<file path="config.mk">
export PLATFORM = sky130hd
export DESIGN_NAME = snes_pad_reader
export DESIGN_NICKNAME = d
export VERILOG_FILES = /design/src/rtl/snes_pad_reader_pkg.sv /design/src/rtl/snes_pad_reader_sync_2ff.sv /design/src/rtl/snes_pad_reader.sv
export SDC_FILE = /design/constraint.sdc
export NUM_CORES = 1
export LEC_CHECK = 0
export ABC_AREA = 1
export CAP_MARGIN = 5
export CORE_MARGIN = 2
export CORE_UTILIZATION = 53
export DETAILED_ROUTE_END_ITERATION = 8
export PLACE_DENSITY = 0.74
export SLEW_MARGIN = 20
export SYNTH_ARGS = -nofsm -noshare
export SYNTH_HDL_FRONTEND = slang
export SYNTH_HIERARCHICAL = 1
export SYNTH_SLANG_ARGS = --single-unit
</file>
<file path="constraint.sdc">
create_clock -name clk -period 1.9 [get_ports clk]
set_input_delay 0.19 -clock clk [delete_from_list [all_inputs] [get_ports clk]]
set_output_delay 0.19 -clock clk [all_outputs]
set_load 0.05 [all_outputs]
</file>
<file path="src/rtl/snes_pad_reader_pkg.sv">
// Shared definitions for the SNES pad poller: FSM encoding, default timing
// constants and the button bit positions in the published word.
package snes_pad_reader_pkg;

    typedef enum logic [2:0] {
        ST_IDLE,
        ST_LATCH,
        ST_GAP,
        ST_CLK_LO,
        ST_CLK_HI,
        ST_DONE
    } state_t;

    localparam int DEFAULT_DIV         = 300;
    localparam int DEFAULT_POLL_CYCLES = 833333;
    localparam int NUM_BITS            = 16;

    localparam int BTN_B      = 0;
    localparam int BTN_Y      = 1;
    localparam int BTN_SELECT = 2;
    localparam int BTN_START  = 3;
    localparam int BTN_UP     = 4;
    localparam int BTN_DOWN   = 5;
    localparam int BTN_LEFT   = 6;
    localparam int BTN_RIGHT  = 7;
    localparam int BTN_A      = 8;
    localparam int BTN_X      = 9;
    localparam int BTN_L      = 10;
    localparam int BTN_R      = 11;

endpackage

</file>
<file path="src/rtl/snes_pad_reader_sync_2ff.sv">
// Generic two-flop synchronizer for asynchronous inputs; resets to all ones
// so idle-high lines do not read as active while reset is held.
module sync_2ff #(
    parameter int               WIDTH       = 1,
    parameter logic [WIDTH-1:0] RESET_VALUE = '1
) (
    input  logic             clk,
    input  logic             reset,
    input  logic [WIDTH-1:0] d,
    output logic [WIDTH-1:0] q
);

    logic [WIDTH-1:0] meta;

    // NOTE: sequential state uses non-blocking assignments so every flop
    // samples the pre-edge value of its source, regardless of statement order.
    always_ff @(posedge clk) begin
        if (reset) begin
            meta <= RESET_VALUE;
            q    <= RESET_VALUE;
        end else begin
            meta <= d;
            q    <= meta;
        end
    end

endmodule

</file>
<file path="src/rtl/snes_pad_reader.sv">
// Autonomous SNES pad poller: latches the pad, clocks out 16 serial bits and
// publishes them as an active-high button word with a one-cycle strobe.
module snes_pad_reader
    import snes_pad_reader_pkg::*;
#(
    parameter int DIV         = DEFAULT_DIV,
    parameter int POLL_CYCLES = DEFAULT_POLL_CYCLES
) (
    input  logic        clk,
    input  logic        reset,
    input  logic        nesd,
    output logic        nesc,
    output logic        nesl,
    output logic [15:0] nesState,
    output logic        nesValid
);

    localparam int DUR_W  = $clog2(2 * DIV);
    localparam int POLL_W = $clog2(POLL_CYCLES);

    state_t              state, state_next;
    logic [DUR_W-1:0]    dur_q;
    logic [POLL_W-1:0]   poll_q;
    logic [3:0]          bit_q;
    logic [NUM_BITS-1:0] shift_q;
    logic                nesd_sync;
    logic                dur_last;
    logic                sample_bit;

    sync_2ff #(.WIDTH(1), .RESET_VALUE(1'b1)) u_sync_nesd (
        .clk   (clk),
        .reset (reset),
        .d     (nesd),
        .q     (nesd_sync)
    );

    assign dur_last = (dur_q == '0);

    function automatic logic [DUR_W-1:0] dur_load(input state_t s);
        case (s)
            ST_LATCH:                     return DUR_W'(2 * DIV - 1);
            ST_GAP, ST_CLK_LO, ST_CLK_HI: return DUR_W'(DIV - 1);
            default:                      return '0;
        endcase
    endfunction

    // NOTE: every signal written here gets a default first, so no path through
    // the case leaves it unassigned and no latch is inferred.
    always_comb begin
        state_next = state;
        sample_bit = 1'b0;
        case (state)
            ST_IDLE:   if (poll_q == '0) state_next = ST_LATCH;
            ST_LATCH:  if (dur_last) state_next = ST_GAP;
            ST_GAP: begin
                if (dur_last) begin
                    state_next = ST_CLK_LO;
                    sample_bit = 1'b1;
                end
            end
            ST_CLK_LO: if (dur_last) state_next = ST_CLK_HI;
            ST_CLK_HI: begin
                if (dur_last) begin
                    if (bit_q == 4'd15) begin
                        state_next = ST_DONE;
                    end else begin
                        state_next = ST_CLK_LO;
                        sample_bit = 1'b1;
                    end
                end
            end
            ST_DONE:   state_next = ST_IDLE;
            default:   state_next = ST_IDLE;
        endcase
    end

    // Pin outputs and the strobe are registered from the next state so they
    // line up with the state they belong to and never glitch.
    always_ff @(posedge clk) begin
        if (reset) begin
            state    <= ST_IDLE;
            dur_q    <= '0;
            poll_q   <= '0;
            bit_q    <= '0;
            // NOTE: the shift register is cleared on reset so a mid-frame reset
            // leaves no stale bits, even though each frame overwrites all 16.
            shift_q  <= '0;
            nesState <= '0;
            nesValid <= 1'b0;
            nesc     <= 1'b1;
            nesl     <= 1'b0;
        end else begin
            state  <= state_next;
            poll_q <= (poll_q == POLL_W'(POLL_CYCLES - 1)) ? '0 : poll_q + 1'b1;

            if (state_next != state) begin
                dur_q <= dur_load(state_next);
            end else if (!dur_last) begin
                dur_q <= dur_q - 1'b1;
            end

            if (sample_bit) begin
                if (state == ST_GAP) begin
                    shift_q[0] <= ~nesd_sync;
                    bit_q      <= '0;
                end else begin
                    shift_q[bit_q + 4'd1] <= ~nesd_sync;
                    bit_q                 <= bit_q + 4'd1;
                end
            end

            if (state_next == ST_DONE) begin
                nesState <= shift_q;
            end
            nesValid <= (state_next == ST_DONE);
            nesl     <= (state_next == ST_LATCH);
            nesc     <= (state_next != ST_CLK_LO);
        end
    end

endmodule
</file>
==> impl_metrics.env <==
export IMPL_crit_chain="inv_2 -> ha_4 -> nand2_4 -> nor2_8 -> buf_12 -> nand4_4 -> buf_6 -> nor2_4 -> buf_6 -> buf_4 -> a21oi_1 -> a311oi_1"
export IMPL_die_area_mm2=0.00722
export IMPL_syn_inst=461
export IMPL_cts_root_buf="clkbuf_8"
export IMPL_post_route_period_util=1.07
export IMPL_wl_per_cell_um=13.4
export IMPL_max_cap_violations=0
export IMPL_synth_most_common_cell="nor2_1"
export IMPL_synth_cell_types=36
export IMPL_synth_simple_area_share=0.291
export IMPL_tightest_slew_ns=0.693
export IMPL_critPathArrivalTime_ns=2.28
export IMPL_yosys_area_top_type="dfxtp_1"
export IMPL_port_buffer_count=21
export IMPL_drt_pass1_iterations=5
export IMPL_grt_pass1_vias=2856
export IMPL_ant_nets=0
export IMPL_num_nets_final=549
export IMPL_synth_edf_count=0
export IMPL_grt_pass1_wl_mm=12.7
export IMPL_violations="negative setup slack"
export IMPL_synthAdderAreaFrac=0.0288
export IMPL_avgViaCountPerCell=5.28
export IMPL_final_util=0.741
export IMPL_cp_slowest_cell="dfxtp_2"
export IMPL_grt_antenna_before_repair=0
export IMPL_syn_cell_area_mm2=0.00348
export IMPL_synth_top_area_frac=0.426
export IMPL_outcome="finished, violations left"
export IMPL_synth_compound_area_frac=0.138
export IMPL_wl_met2_mm=4.04
export IMPL_synth_main_ff_cell="dfxtp_1"
export IMPL_drt_initial_drc_count=137
export IMPL_cts_reportedPaths_clkPinSlew_ns=0.08
export IMPL_worst_setup_path_start_kind="flip-flop"
export IMPL_synth_top_family_by_area="simple AND/OR/NAND/NOR gates"
export IMPL_path_max_fanout=5
export IMPL_fin_skew_ns=0.00444
export IMPL_whs_ns=0.379
export IMPL_cts_max_level=3
export IMPL_antenna_cells=0
export IMPL_cp_top_family="buffers and inverters"
export IMPL_cts_sinks=74
export IMPL_wirelength_met1_mm=3.79
export IMPL_seq_area_frac_synth=0.426
export IMPL_io_pins=22
export IMPL_cts_tree="built"
export IMPL_synth_area_leaders="dfxtp_1 43%, nor2_1 9.3%, nand2_1 6.3%, inv_1 6.0%, a21oi_1 5.0%"
export IMPL_cts_buffers=9
export IMPL_finalWorstSetupSlack_ns=-0.132
export IMPL_peakVddDrop_mv=1.44
export IMPL_postSynthAreaPerCell_um2=7.54
export IMPL_routed_wl_mm=8.30
export IMPL_dieHeight_um=85.0
export IMPL_async_flop_share=0
export IMPL_clk_latency_ns=0.36
export IMPL_num_rows=29
export IMPL_powerDensity_mw_per_mm2=1230
export IMPL_remaining_drc_errors=0
export IMPL_slowest_delay_ns=0.33
export IMPL_gp_congestion=0.908
export IMPL_setup_violations=10
export IMPL_initial_utilization=0.547
export IMPL_vias=3275
export IMPL_synthToLayoutAreaGrowth_pct=35.4
export IMPL_required_ns=2.15
export IMPL_drv_slew=0
export IMPL_grt_use_total=0.220
export IMPL_yosysWarnings=6
export IMPL_wl_met3_um=284
export IMPL_reg2reg_setup_slack_ns=-0.13
export IMPL_grt_max_degree=27
export IMPL_die_w_um=85.0
export IMPL_slew_headroom=0.538
export IMPL_synth_mux_area_frac=0
export IMPL_clock_path_buffers=2
export IMPL_hold_violations=0
export IMPL_leakagePower_nw=1.96
export IMPL_ys_seq_elements=74
export IMPL_power_total_w=0.00580
export IMPL_syn_nets=472
export IMPL_place_hpwl_mm=5.08
export IMPL_synth_common_cells="86 x nor2_1, 74 x dfxtp_1, 58 x nand2_1"
export IMPL_overflow=0
export IMPL_path_common_cell="buf_6"
export IMPL_path_buf_inv=5
export IMPL_drive_gt1_frac=0.274
export IMPL_path_class="flip-flop to flip-flop"
export IMPL_fmax_mhz=492
export IMPL_top_layer="met4"
export IMPL_synth_xor_area_frac=0.0353
export IMPL_rsz0062_at_grt="true"
export IMPL_hold_path_class="input pin to flip-flop"
export IMPL_core_area_mm2=0.00635
export IMPL_critPathCaptureType="flip-flop"
export IMPL_min_period_ns=2.03
-- registers in the layout (all words and copies together) (netlist names) --
| name | flops |
|---|---|
| shift_q | 16 |
| u_sync_nesd/q | 1 |
| nesc | 1 |
| u_sync_nesd/meta | 1 |
| nesState | 16 |
| bit_q | 4 |
| dur_q | 10 |
| state | 3 |
| nesValid | 1 |
| nesl | 1 |
| poll_q | 20 |
-- final timing paths --
check	from	end	cells after the start
worst max-delay path	dur_q[1]	shift_q[10]	12
worst min-delay path	nesd	u_sync_nesd/meta	3
worst max register to register	dur_q[1]	shift_q[10]	12
worst min register to register	u_sync_nesd/meta	u_sync_nesd/q	2
-- logic make-up (layout without fill, tap and decap cells) --
group	Yosys count	count (layout)
flops	74	74
buf+inv	71	152
xor+xnor	14	14
fa+ha+maj	8	8
compound gates	83	83
simple gates	211	212
-- cell usage in the layout, fill, tap and decap left out, types with 7 or more instances in the layout --
cell              n
nand2_1          51
xor2_1            9
nor2_2            9
a311oi_1         10
o21ai_0          22
nand2_4           7
buf_6             7
nor3_1            8
nand3_1          15
dfxtp_1          68
buf_4            46
a21oi_1          25
inv_1            53
clkdlybuf4s50_1  21
ha_1              7
clkbuf_8          9
nand4_1           7
nor2_1           77
nand2_2          11
a21oi_2          10
o21ai_1           8
-- final cells by class --
type / instances / area [um2]
clock buffer: 9 / 124
clock inverter: 7 / 141
fill: 436 / 1640
inverter: 59 / 221
multi-input combinational: 317 / 1940
sequential: 74 / 1490
tap: 77 / 96.3
timing repair buffer: 77 / 694
-- routing by layer --
metal  up-vias  GRT usage
met2        84      0.366
li1       1659          -
met4         0      0.108
met1      1512      0.279
met3        20     0.0321
met5         -          0
-- worst min-delay path, delay by kind of cell --
family,cells,cell delay [ns]
buffers and inverters,2,0.47
AND/OR/NAND/NOR,1,0.04
-- power breakdown --
group	switching (W)	internal, W	total, W
clock network	0.000616	0.00100	0.00162
registers	0.000143	0.00169	0.00183
logic	0.00127	0.00108	0.00235
total	0.00203	0.00377	0.00580
-- through the flow --
stage | setup TNS (ns) | cell area [um2] | std cells | setup WS, ns
after floorplan | 0 | 3480 | 461 | 0.129
after global placement | 0 | 3970 | 579 | 0.0295
after detailed placement | -0.391 | 3970 | 579 | -0.0443
after CTS | -0.0204 | 4360 | 605 | -0.0179
after global routing | -2.82 | 4710 | 620 | -0.222
final | -0.267 | 4710 | 620 | -0.132
-- what timing repair did --
item | 4_1_cts | 5_1_grt
pin swaps | 5 | 26
gates cloned | 1 | 0
gates resized for setup | 10 | 66
endpoints found under the setup margin | 24 | 49
hold buffers | 0 | 0
setup buffers | 9 | 15
(Power assumes the default switching activity.)
